==> config.mk <==
export PLATFORM = sky130hd
export DESIGN_NAME = score_renderer_flat
export DESIGN_NICKNAME = d
export VERILOG_FILES = /design/src/rtl/pong_gui_pkg.sv /design/src/rtl/score_renderer_if.sv /design/src/rtl/score_renderer_score_counter.sv /design/src/rtl/score_renderer.sv /design/src/flat_wrapper.sv
export SDC_FILE = /design/constraint.sdc
export NUM_CORES = 1
export LEC_CHECK = 0
export ABC_AREA = 1
export CAP_MARGIN = 30
export CELL_PAD_IN_SITES_DETAIL_PLACEMENT = 1
export CELL_PAD_IN_SITES_GLOBAL_PLACEMENT = 1
export CORE_MARGIN = 3
export CORE_UTILIZATION = 32
export DETAILED_ROUTE_END_ITERATION = 10
export PLACE_DENSITY_LB_ADDON = 0.1
export SKIP_LAST_GASP = 1
export SLEW_MARGIN = 20
export SYNTH_ARGS = -nofsm -noshare
export SYNTH_HDL_FRONTEND = slang
export SYNTH_SLANG_ARGS = --single-unit
==> constraint.sdc <==
create_clock -name clock -period 2.45 [get_ports clock]
set_clock_uncertainty 0.2 [all_clocks]
set_input_delay 0.49 -clock clock [delete_from_list [all_inputs] [get_ports clock]]
set_output_delay 0.49 -clock clock [all_outputs]
set_load 0.05 [all_outputs]
==> src/rtl/pong_gui_pkg.sv <==
// Shared types and constants for the pong GUI score overlay: sprite geometry,
// pixel/coordinate types and a span helper used by the window tests.
package pong_gui_pkg;

  localparam int DIGIT_W = 11;
  localparam int DIGIT_H = 16;
  localparam int SCORE_W = 4;
  localparam int COORD_W = 10;

  typedef logic [2:0]         rgb_t;
  typedef logic [COORD_W-1:0] coord_t;
  typedef logic [SCORE_W-1:0] score_t;

  localparam rgb_t RGB_BLACK = 3'b000;

  // Half-open interval test lo <= v < hi.
  function automatic logic in_span(coord_t v, coord_t lo, coord_t hi);
    return (v >= lo) && (v < hi);
  endfunction

endpackage

==> src/rtl/score_renderer_if.sv <==
// Pixel stream in, digit-ROM request/response and composited pixel out.
// master = the renderer (requesting side), slave = the video/ROM environment.
interface score_renderer_if;
  import pong_gui_pkg::*;

  logic   pixel_valid;
  coord_t pixel_row;
  coord_t pixel_col;
  rgb_t   digit_rgb;
  coord_t digit_row;
  coord_t digit_col;
  score_t digit_sel;
  rgb_t   rgb_out;
  logic   rgb_valid;

  modport master (
    input  pixel_valid, pixel_row, pixel_col, digit_rgb,
    output digit_row, digit_col, digit_sel, rgb_out, rgb_valid
  );

  modport slave (
    output pixel_valid, pixel_row, pixel_col, digit_rgb,
    input  digit_row, digit_col, digit_sel, rgb_out, rgb_valid
  );

endinterface

==> src/rtl/score_renderer_score_counter.sv <==
// One player's saturating score counter; clear wins over a point, and points
// are ignored while the game is held over.
module score_counter
  import pong_gui_pkg::*;
#(
  parameter int MAX_SCORE = 9
) (
  input  logic   clock,
  input  logic   reset,
  input  logic   point,
  input  logic   clear,
  input  logic   hold,
  output score_t score,
  output logic   win
);

  score_t score_q, score_d;

  always_comb begin
    score_d = score_q;
    if (clear) begin
      score_d = '0;
    end else if (point && !hold && (score_q < score_t'(MAX_SCORE))) begin
      score_d = score_q + score_t'(1);
    end
  end

  always_ff @(posedge clock) begin
    if (reset) begin
      score_q <= '0;
    end else begin
      score_q <= score_d;
    end
  end

  assign score = score_q;
  assign win   = (score_q == score_t'(MAX_SCORE));

endmodule

==> src/rtl/score_renderer.sv <==
// Score overlay: keeps both scores, freezes the shown digits per frame, maps the
// pixel stream onto digit-ROM requests and registers the ROM answer back out.
module score_renderer
  import pong_gui_pkg::*;
#(
  parameter int SCALE_LOG2 = 1,
  parameter int LEFT_X     = 256,
  parameter int RIGHT_X    = 352,
  parameter int TOP_Y      = 32,
  parameter int MAX_SCORE  = 9
) (
  input  logic   clock,
  input  logic   reset,
  input  logic   point_left,
  input  logic   point_right,
  input  logic   clear_scores,
  input  logic   frame_start,
  score_renderer_if.master pix,
  output score_t score_left,
  output score_t score_right,
  output logic   game_over
);

  localparam int SW = DIGIT_W << SCALE_LOG2;
  localparam int SH = DIGIT_H << SCALE_LOG2;
  localparam int WIN_X [2] = '{LEFT_X, RIGHT_X};

  localparam coord_t TOP_LO   = coord_t'(TOP_Y);
  localparam coord_t TOP_HI   = coord_t'(TOP_Y + SH);
  localparam coord_t ROW_IDLE = coord_t'(DIGIT_H);
  localparam coord_t COL_IDLE = coord_t'(DIGIT_W);

  // Index 0 = left player, 1 = right player throughout.
  logic [1:0] point_vec;
  logic [1:0] win_vec;
  score_t     score_vec [2];
  score_t     shown_q   [2];
  score_t     shown_d   [2];

  logic game_over_q, game_over_d;

  assign point_vec = {point_right, point_left};

  generate
    for (genvar gi = 0; gi < 2; gi++) begin : g_player
      score_counter #(
        .MAX_SCORE (MAX_SCORE)
      ) u_counter (
        .clock (clock),
        .reset (reset),
        .point (point_vec[gi]),
        .clear (clear_scores),
        .hold  (game_over_q),
        .score (score_vec[gi]),
        .win   (win_vec[gi])
      );

      // The frame_start sample sees the pre-increment value of a coincident point.
      always_comb begin
        shown_d[gi] = shown_q[gi];
        if (frame_start) begin
          shown_d[gi] = score_vec[gi];
        end
      end

      always_ff @(posedge clock) begin
        if (reset) begin
          shown_q[gi] <= '0;
        end else begin
          shown_q[gi] <= shown_d[gi];
        end
      end
    end
  endgenerate

  always_comb begin
    game_over_d = |win_vec;
    if (clear_scores) begin
      game_over_d = 1'b0;
    end
  end

  always_ff @(posedge clock) begin
    if (reset) begin
      game_over_q <= 1'b0;
    end else begin
      game_over_q <= game_over_d;
    end
  end

  assign score_left  = score_vec[0];
  assign score_right = score_vec[1];
  assign game_over   = game_over_q;

  // Window tests; offsets are only formed when the bound holds, so they never wrap.
  logic       in_rows;
  coord_t     row_off;
  logic [1:0] hit_side;
  coord_t     col_off [2];

  assign in_rows = in_span(pix.pixel_row, TOP_LO, TOP_HI);
  assign row_off = in_rows ? (pix.pixel_row - TOP_LO) : '0;

  generate
    for (genvar gi = 0; gi < 2; gi++) begin : g_window
      localparam coord_t X_LO = coord_t'(WIN_X[gi]);
      localparam coord_t X_HI = coord_t'(WIN_X[gi] + SW);

      assign hit_side[gi] = pix.pixel_valid && in_rows &&
                            in_span(pix.pixel_col, X_LO, X_HI);
      assign col_off[gi]  = hit_side[gi] ? (pix.pixel_col - X_LO) : '0;
    end
  endgenerate

  coord_t digit_row_q, digit_row_d;
  coord_t digit_col_q, digit_col_d;
  score_t digit_sel_q, digit_sel_d;
  logic   hit1_q, hit1_d;
  logic   valid1_q, valid1_d;

  always_comb begin
    digit_row_d = ROW_IDLE;
    digit_col_d = COL_IDLE;
    digit_sel_d = '0;
    hit1_d      = 1'b0;
    valid1_d    = pix.pixel_valid;
    if (hit_side[0]) begin
      digit_row_d = row_off >> SCALE_LOG2;
      digit_col_d = col_off[0] >> SCALE_LOG2;
      digit_sel_d = shown_q[0];
      hit1_d      = 1'b1;
    end else if (hit_side[1]) begin
      digit_row_d = row_off >> SCALE_LOG2;
      digit_col_d = col_off[1] >> SCALE_LOG2;
      digit_sel_d = shown_q[1];
      hit1_d      = 1'b1;
    end
  end

  always_ff @(posedge clock) begin
    if (reset) begin
      digit_row_q <= ROW_IDLE;
      digit_col_q <= COL_IDLE;
      digit_sel_q <= '0;
      hit1_q      <= 1'b0;
      valid1_q    <= 1'b0;
    end else begin
      digit_row_q <= digit_row_d;
      digit_col_q <= digit_col_d;
      digit_sel_q <= digit_sel_d;
      hit1_q      <= hit1_d;
      valid1_q    <= valid1_d;
    end
  end

  assign pix.digit_row = digit_row_q;
  assign pix.digit_col = digit_col_q;
  assign pix.digit_sel = digit_sel_q;

  rgb_t rgb_q, rgb_d;
  logic rgb_valid_q, rgb_valid_d;

  always_comb begin
    rgb_d       = hit1_q ? pix.digit_rgb : RGB_BLACK;
    rgb_valid_d = valid1_q;
  end

  always_ff @(posedge clock) begin
    if (reset) begin
      rgb_q       <= RGB_BLACK;
      rgb_valid_q <= 1'b0;
    end else begin
      rgb_q       <= rgb_d;
      rgb_valid_q <= rgb_valid_d;
    end
  end

  assign pix.rgb_out   = rgb_q;
  assign pix.rgb_valid = rgb_valid_q;

endmodule
==> src/flat_wrapper.sv <==
// flat-port wrapper written by rule: the top's interface ports become plain ports
module score_renderer_flat import pong_gui_pkg::*;
#(
  parameter int SCALE_LOG2 = 1,
  parameter int LEFT_X     = 256,
  parameter int RIGHT_X    = 352,
  parameter int TOP_Y      = 32,
  parameter int MAX_SCORE  = 9
)
  (clock, reset, point_left, point_right, clear_scores, frame_start, score_left, score_right, game_over, pix_pixel_valid, pix_pixel_row, pix_pixel_col, pix_digit_rgb, pix_digit_row, pix_digit_col, pix_digit_sel, pix_rgb_out, pix_rgb_valid);
  score_renderer_if pix_i ();
  input  logic clock;
  input  logic reset;
  input  logic point_left;
  input  logic point_right;
  input  logic clear_scores;
  input  logic frame_start;
  output score_t score_left;
  output score_t score_right;
  output logic game_over;
  input wire logic [$bits(pix_i.pixel_valid)-1:0] pix_pixel_valid;
  input wire logic [$bits(pix_i.pixel_row)-1:0] pix_pixel_row;
  input wire logic [$bits(pix_i.pixel_col)-1:0] pix_pixel_col;
  input wire logic [$bits(pix_i.digit_rgb)-1:0] pix_digit_rgb;
  output wire logic [$bits(pix_i.digit_row)-1:0] pix_digit_row;
  output wire logic [$bits(pix_i.digit_col)-1:0] pix_digit_col;
  output wire logic [$bits(pix_i.digit_sel)-1:0] pix_digit_sel;
  output wire logic [$bits(pix_i.rgb_out)-1:0] pix_rgb_out;
  output wire logic [$bits(pix_i.rgb_valid)-1:0] pix_rgb_valid;
  assign pix_i.pixel_valid = pix_pixel_valid;
  assign pix_i.pixel_row = pix_pixel_row;
  assign pix_i.pixel_col = pix_pixel_col;
  assign pix_i.digit_rgb = pix_digit_rgb;
  assign pix_digit_row = pix_i.digit_row;
  assign pix_digit_col = pix_i.digit_col;
  assign pix_digit_sel = pix_i.digit_sel;
  assign pix_rgb_out = pix_i.rgb_out;
  assign pix_rgb_valid = pix_i.rgb_valid;
  score_renderer #(.SCALE_LOG2(SCALE_LOG2), .LEFT_X(LEFT_X), .RIGHT_X(RIGHT_X), .TOP_Y(TOP_Y), .MAX_SCORE(MAX_SCORE)) u_core (.clock(clock), .reset(reset), .point_left(point_left), .point_right(point_right), .clear_scores(clear_scores), .frame_start(frame_start), .pix(pix_i), .score_left(score_left), .score_right(score_right), .game_over(game_over));
endmodule
Word-level counts from Yosys, hierarchy flattened
Memories as Yosys holds them, arrays and structs flattened. Index checks and enable logic that the tools add are counted.

Add/subtract/negate cells: 5. $lt $le $gt $ge: 8. Eq/ne operators: 2. Muxes and demuxes: 16. Bitwise gates (word level): 3. Reduce and logical (&&, ||, !) cells: 15.

Operator list (number): $mux 9 (4); $mux 4 (6); $ge 10x9->1 const B (2); $lt 10x9->1 const B (2); $sub 10x9->10 const B (2); $ge 10x6->1 const B (1); $logic_and 1x1->1 (10); $lt 10x7->1 const B (1); $mux 10 (1); $sub 10x6->10 const B (1); $add 4x1->4 const B (2); $eq 4x4->1 const B (2); $lt 4x4->1 const B (2); $reduce_or 2->1 (4); $mux 1 (5); $or 1x1->1 (2); $logic_not 1->1 (1); $not 1->1 (1).

Register bits: 39. Bits in writable memories: 8. Input bits: 30. Logic and storage cells: 62. Memories: 1.

Memories: u_core.shown_q (words 2, bits a word 4, rd ports 2, clocked after memory_dff 0, write ports 2, line score_renderer.sv:37) `score_t shown_q [2];`.

Logic depth before layout (Yosys ltp)
Depth after elaboration: 6. Gate-level depth with buffers: 13. Depth with buffers taken out: 12.

Modules after synthesis
Synthesis repeated with hierarchy kept, for this count alone.

Cells, all modules: 286. Area total of the unflattened synthesis: 2120.8 um2.

By module, submodules not included: score_renderer (times used 1, cells an instance 212, area an instance 1590.3 um2, sequential area each 740.7 um2); score_counter (times used 2, cells an instance 37, area an instance 265.3 um2, sequential area each 80.1 um2).

Worst setup path after synthesis
OpenSTA, ideal clock, no wires.

Path kind: input -> register. From: in pix_pixel_row[6]. To: reg u_core.digit_sel_q[1], in the netlist u_core.pix.digit_sel[1]. Library setup time: 0.064 ns. Data arrival time: 1.654 ns. Slack: 0.532 ns. Cell stages on the path: 13. Path buffers: 1. Path through: inv_1 -> ha_1 -> inv_1 -> nor2_1 -> nand3_1 -> nand2_1 -> nand2_2 -> nor2_4 -> nand3_4 -> nand2_2 -> nand2_2 -> buf_6 -> nor2_1.

Cells in the longest elaborated chain, start to end: 6. Elaborated cells between the ends (all ways): 8.

Ends and longest elaborated chain: start, declared (line flat_wrapper.sv:22) `input wire logic [$bits(pix_i.pixel_row)-1:0] pix_pixel_row;`; $ge 10x6->1 or $lt 10x7->1 (tied branches) (line pong_gui_pkg.sv:18) `return (v >= lo) && (v < hi);`; $logic_and 1x1->1 * (line pong_gui_pkg.sv:18); $logic_and 1x1->1 * (line score_renderer.sv:109) `assign hit_side[gi] = pix.pixel_valid && in_rows &&`; $logic_and 1x1->1 (line score_renderer.sv:109); $mux 4 (line score_renderer.sv:132) `end else if (hit_side[1]) begin`; $mux 4 * (line score_renderer.sv:127) `if (hit_side[0]) begin`; end signal, assigned (line score_renderer.sv:150) `digit_sel_q <= digit_sel_d;`; end, declared (line score_renderer.sv:117) `score_t digit_sel_q, digit_sel_d;`.

Every way passes the cells marked *; elsewhere a longest branch is shown, timed or not. A chain may end at the register's enable or synchronous reset.

Final worst setup path
From: in pix_pixel_row[6]. To: reg u_core.digit_row_q[4], in the netlist u_core.pix.digit_row[4].

Cells in the longest elaborated chain, start to end: 6. Elaborated cells between the ends (all ways): 9.

Ends and longest elaborated chain: $ge 10x6->1 or $lt 10x7->1 (tied branches) (line pong_gui_pkg.sv:18); $logic_and 1x1->1 * (line pong_gui_pkg.sv:18); $logic_and 1x1->1 (2 in a row) (line score_renderer.sv:109); $mux 9 (line score_renderer.sv:132); $mux 9 * (line score_renderer.sv:127); end signal, assigned (line score_renderer.sv:148) `digit_row_q <= digit_row_d;`; end, declared (line score_renderer.sv:115) `coord_t digit_row_q, digit_row_d;`.

Marked as above.

==> flow_metrics.py <==
metrics = {
    "drt": {
        "drt_wl_total_mm": 5.313,
        "vias": 1940,
        "drt-pass1-iter-count": 4,
        "drt_iter0_drc": 32,
        "wl_per_cell_um": 12.38,
        "vias_per_cell": 4.522,
        "antenna_left": 0,
        "drcViolationCount": 0,
    },
    "worst_setup_path": {
        "reg2reg_to": "u_core.g_player[1].u_counter.score[3]",
        "reg2reg_depth": 7,
        "worst_r2r_startpoint": "u_core.g_player[1].u_counter.score[0]",
        "startpoint": "pix_pixel_row[6]",
        "r2r_slack_ps": 870,
        "worst_setup_path_start_kind": "input pin",
        "cp-endpoint": "u_core.pix.digit_row[4]",
        "path_max_fanout": 5,
        "required_ps": 2430,
        "setup.worst_path.end_class": "flop",
        "worstSetupPathType": "input pin to flop",
        "arrival_ps": 2240,
    },
    "finish": {
        "drive_gt1_frac": 0.1271,
        "area_growth_pct": 47.86,
        "nets": 395,
        "nFillCells": 758,
        "final_area_um2": 3030,
        "final_common_cell": "clkdlybuf4s50_1",
        "n_antenna_cell": 0,
        "final_cell_mix": "64 x clkdlybuf4s50_1, 49 x nand2_1, 45 x dfxtp_1",
    },
    "synthesis": {
        "syn_area_um2": 2049,
        "synth_cell_type_count": 32,
        "synthMuxAreaShare": 0,
        "syn_inst": 267,
        "synth_simple_gate_area_share": 0.2863,
        "synth-seq-cells": 45,
        "synthTopCellsByArea": "dfxtp_1 44%, nand2_1 9.0%, nor2_1 7.7%",
        "synth_top_area_cell": "dfxtp_1",
        "synth-xor-area-share": 0.01282,
        "synth_top_family_by_area": "simple AND/OR/NAND/NOR gates",
        "synth_compound_area_frac": 0.08669,
        "ys_seq_area_frac": 0.4396,
        "yosys_warnings": 0,
        "avgSynthCellArea_um2": 7.676,
        "synthAdderAreaFrac": 0.07326,
        "yosysTopAreaCellShare": 0.4396,
    },
    "clock_tree": {
        "numCtsBuffers": 5,
        "cts_buffer_depth": 2,
        "cts_resized": 0,
        "cts_sinks": 45,
        "cts.reportedPaths.clkPinSlew_ps": 80,
        "cts_root_buf": "clkbuf_8",
        "cts_hold_buffers": 0,
        "clk_latency_ps": 300,
        "cts_tree": "done",
        "cts_setup_buffers": 0,
        "h-tree-depth": 2,
    },
    "floorplan": {
        "io_pins": 67,
        "die-area_um2": 7401,
        "die_h_um": 86.03,
        "start_util": 0.3382,
        "die_x_um": 86.03,
        "fp-row-count": 28,
        "core_um2": 6061,
    },
    "sta": {
        "rsz0062_at_grt": "no",
        "tightest_slew_ps": 520.2,
        "final_max_slew_viol_count": 0,
        "fin_crit_ps": 2259,
        "period_share": 0.9222,
        "max_freq_ghz": 0.4426,
        "final.setup.tns_ps": 0,
        "finalWorstSetupSlack_ps": 190.5,
        "timing.slew.headroom": 0.6521,
        "finalSetupViolCount": 0,
        "finalHoldViolCount": 0,
    },
    "global_route": {
        "grt_start_max_net_pins": 17,
        "grt_pass1_vias": 1992,
        "grt_first_pass_wirelength_mm": 9.135,
        "antenna_found_initial": 0,
        "grt-ovfl-total": 0,
        "grtUsageTotal": 0.1535,
    },
    "placement": {
        "pre_cts_slack_ps": -163.6,
        "dp_hpwl_mm": 4.195,
        "placed_area_um2": 2914,
        "io_buffers": 64,
        "gp_congestion": 0.8150,
    },
    "flow_run": {
        "drv_cap": 0,
    },
    "pwr": {
        "p_per_area_nw_per_um2": 505.5,
        "cellLeakagePower_nw": 1.334,
        "vdd_ir_drop_max_mv": 0.2855,
    },
    "min_path": {
        "hold_path.class": "flop to flop",
    },
    "run_status": {
        "status": "completed",
    },
}
==> synth_stat cells <==
master	count
a211oi_1	1
a21oi_1	14
a21oi_2	1
a21oi_4	1
buf_4	2
buf_6	3
clkbuf_1	2
clkinv_2	1
conb_1	1
dfxtp_1	45
ha_1	12
inv_1	37
inv_2	1
nand2_1	49
nand2_2	4
nand2_4	1
nand3_1	15
nand3_2	1
nand3_4	1
nand3b_1	2
nand4_1	3
nor2_1	42
nor2_2	4
nor2_4	1
nor3_1	2
nor3b_1	1
nor4_1	2
o21a_1	2
o21ai_0	12
or2_2	1
xnor2_1	1
xor2_1	2
==> layout make-up <==
cell class,instances,area (um^2),area share
sequential,45,900.9,0.2973
clock inverter,1,30.03,0.009909
clock buffer,7,86.33,0.02849
multi-input combinational,177,948.4,0.3130
inverter,39,147.6,0.04872
timing repair buffer,85,823.3,0.2717
tap,75,93.84,0.03097
==> through the flow <==
| step | util | std cells | hold slack [ps] | power, W |
|---|---|---|---|---|
| final | 0.5000 | 429 | 218.6 | 0.001532 |
| after global routing | 0.5000 | 429 | 252.9 | 0.001612 |
| after CTS | 0.5000 | 429 | 219.3 | 0.001556 |
| after detailed placement | 0.4808 | 421 | 204.3 | 0.0009635 |
| after global placement | 0.4808 | 421 | 198.5 | 0.0009610 |
| after floorplan | - | 268 | 188.3 | 0.0008635 |
==> worst max-delay path: stages <==
cell,delay [ps]
clkdlybuf4s50_1,430
inv_1,90
ha_1,140
inv_1,30
nor2_1,70
nand3_1,80
nand2_1,100
nand2_2,80
nor2_4,170
nand3_4,160
a21oi_2,290
nand2_1,90
==> flip-flops by register name, indices dropped and copies added, names as in the netlist <==
| signal | flops |
|---|---|
| u_core.pix.digit_row | 9 |
| u_core.g_player.u_counter.score | 8 |
| u_core.pix.digit_sel | 4 |
| u_core.shown_q | 8 |
| u_core.hit1_q | 1 |
| u_core.pix.rgb_valid | 1 |
| u_core.pix.rgb_out | 3 |
| u_core.pix.digit_col | 9 |
| u_core.game_over | 1 |
| u_core.rgb_valid_d | 1 |
==> report_power, final <==
| part | leakage, nW | switching [W] | internal, W | total [W] |
|---|---|---|---|---|
| Combinational | 0.910 | 0.000103 | 0.0000930 | 0.000196 |
| Sequential | 0.365 | 0.00000637 | 0.000743 | 0.000749 |
| Clock | 0.0585 | 0.000254 | 0.000333 | 0.000587 |
| Total | 1.33 | 0.000363 | 0.00117 | 0.00153 |
==> layer usage <==
layer	vias to the layer above	GRT usage	wire, um
li1	1000	-	-
met1	881	0.2018	2501
met2	54	0.2516	2527
met3	5	0.03170	237
met4	0	0.04748	48
met5	-	0	0
==> cells by family after synthesis <==
family	Yosys count
AND/OR/NAND/NOR	129
buffers and inverters	46
flip-flops	45
AO/OA/AOI/OAI	31
adder cells (fa/ha/maj)	12
XOR/XNOR	3
other	1
==> worst min path at each step <==
stage | from | to | slack [ps] | cells past startpoint
3_3_place_gp | u_core.rgb_valid_d | u_core.pix.rgb_valid | 200 | 2
3_5_place_dp | u_core.rgb_valid_d | u_core.pix.rgb_valid | 200 | 2
2_1_floorplan | u_core.rgb_valid_d | u_core.pix.rgb_valid | 190 | 2
5_1_grt | u_core.rgb_valid_d | u_core.pix.rgb_valid | 250 | 2
4_1_cts | u_core.rgb_valid_d | u_core.pix.rgb_valid | 220 | 2
6_report | u_core.rgb_valid_d | u_core.pix.rgb_valid | 220 | 2
Note: power is estimated with default switching activity, not from simulation.
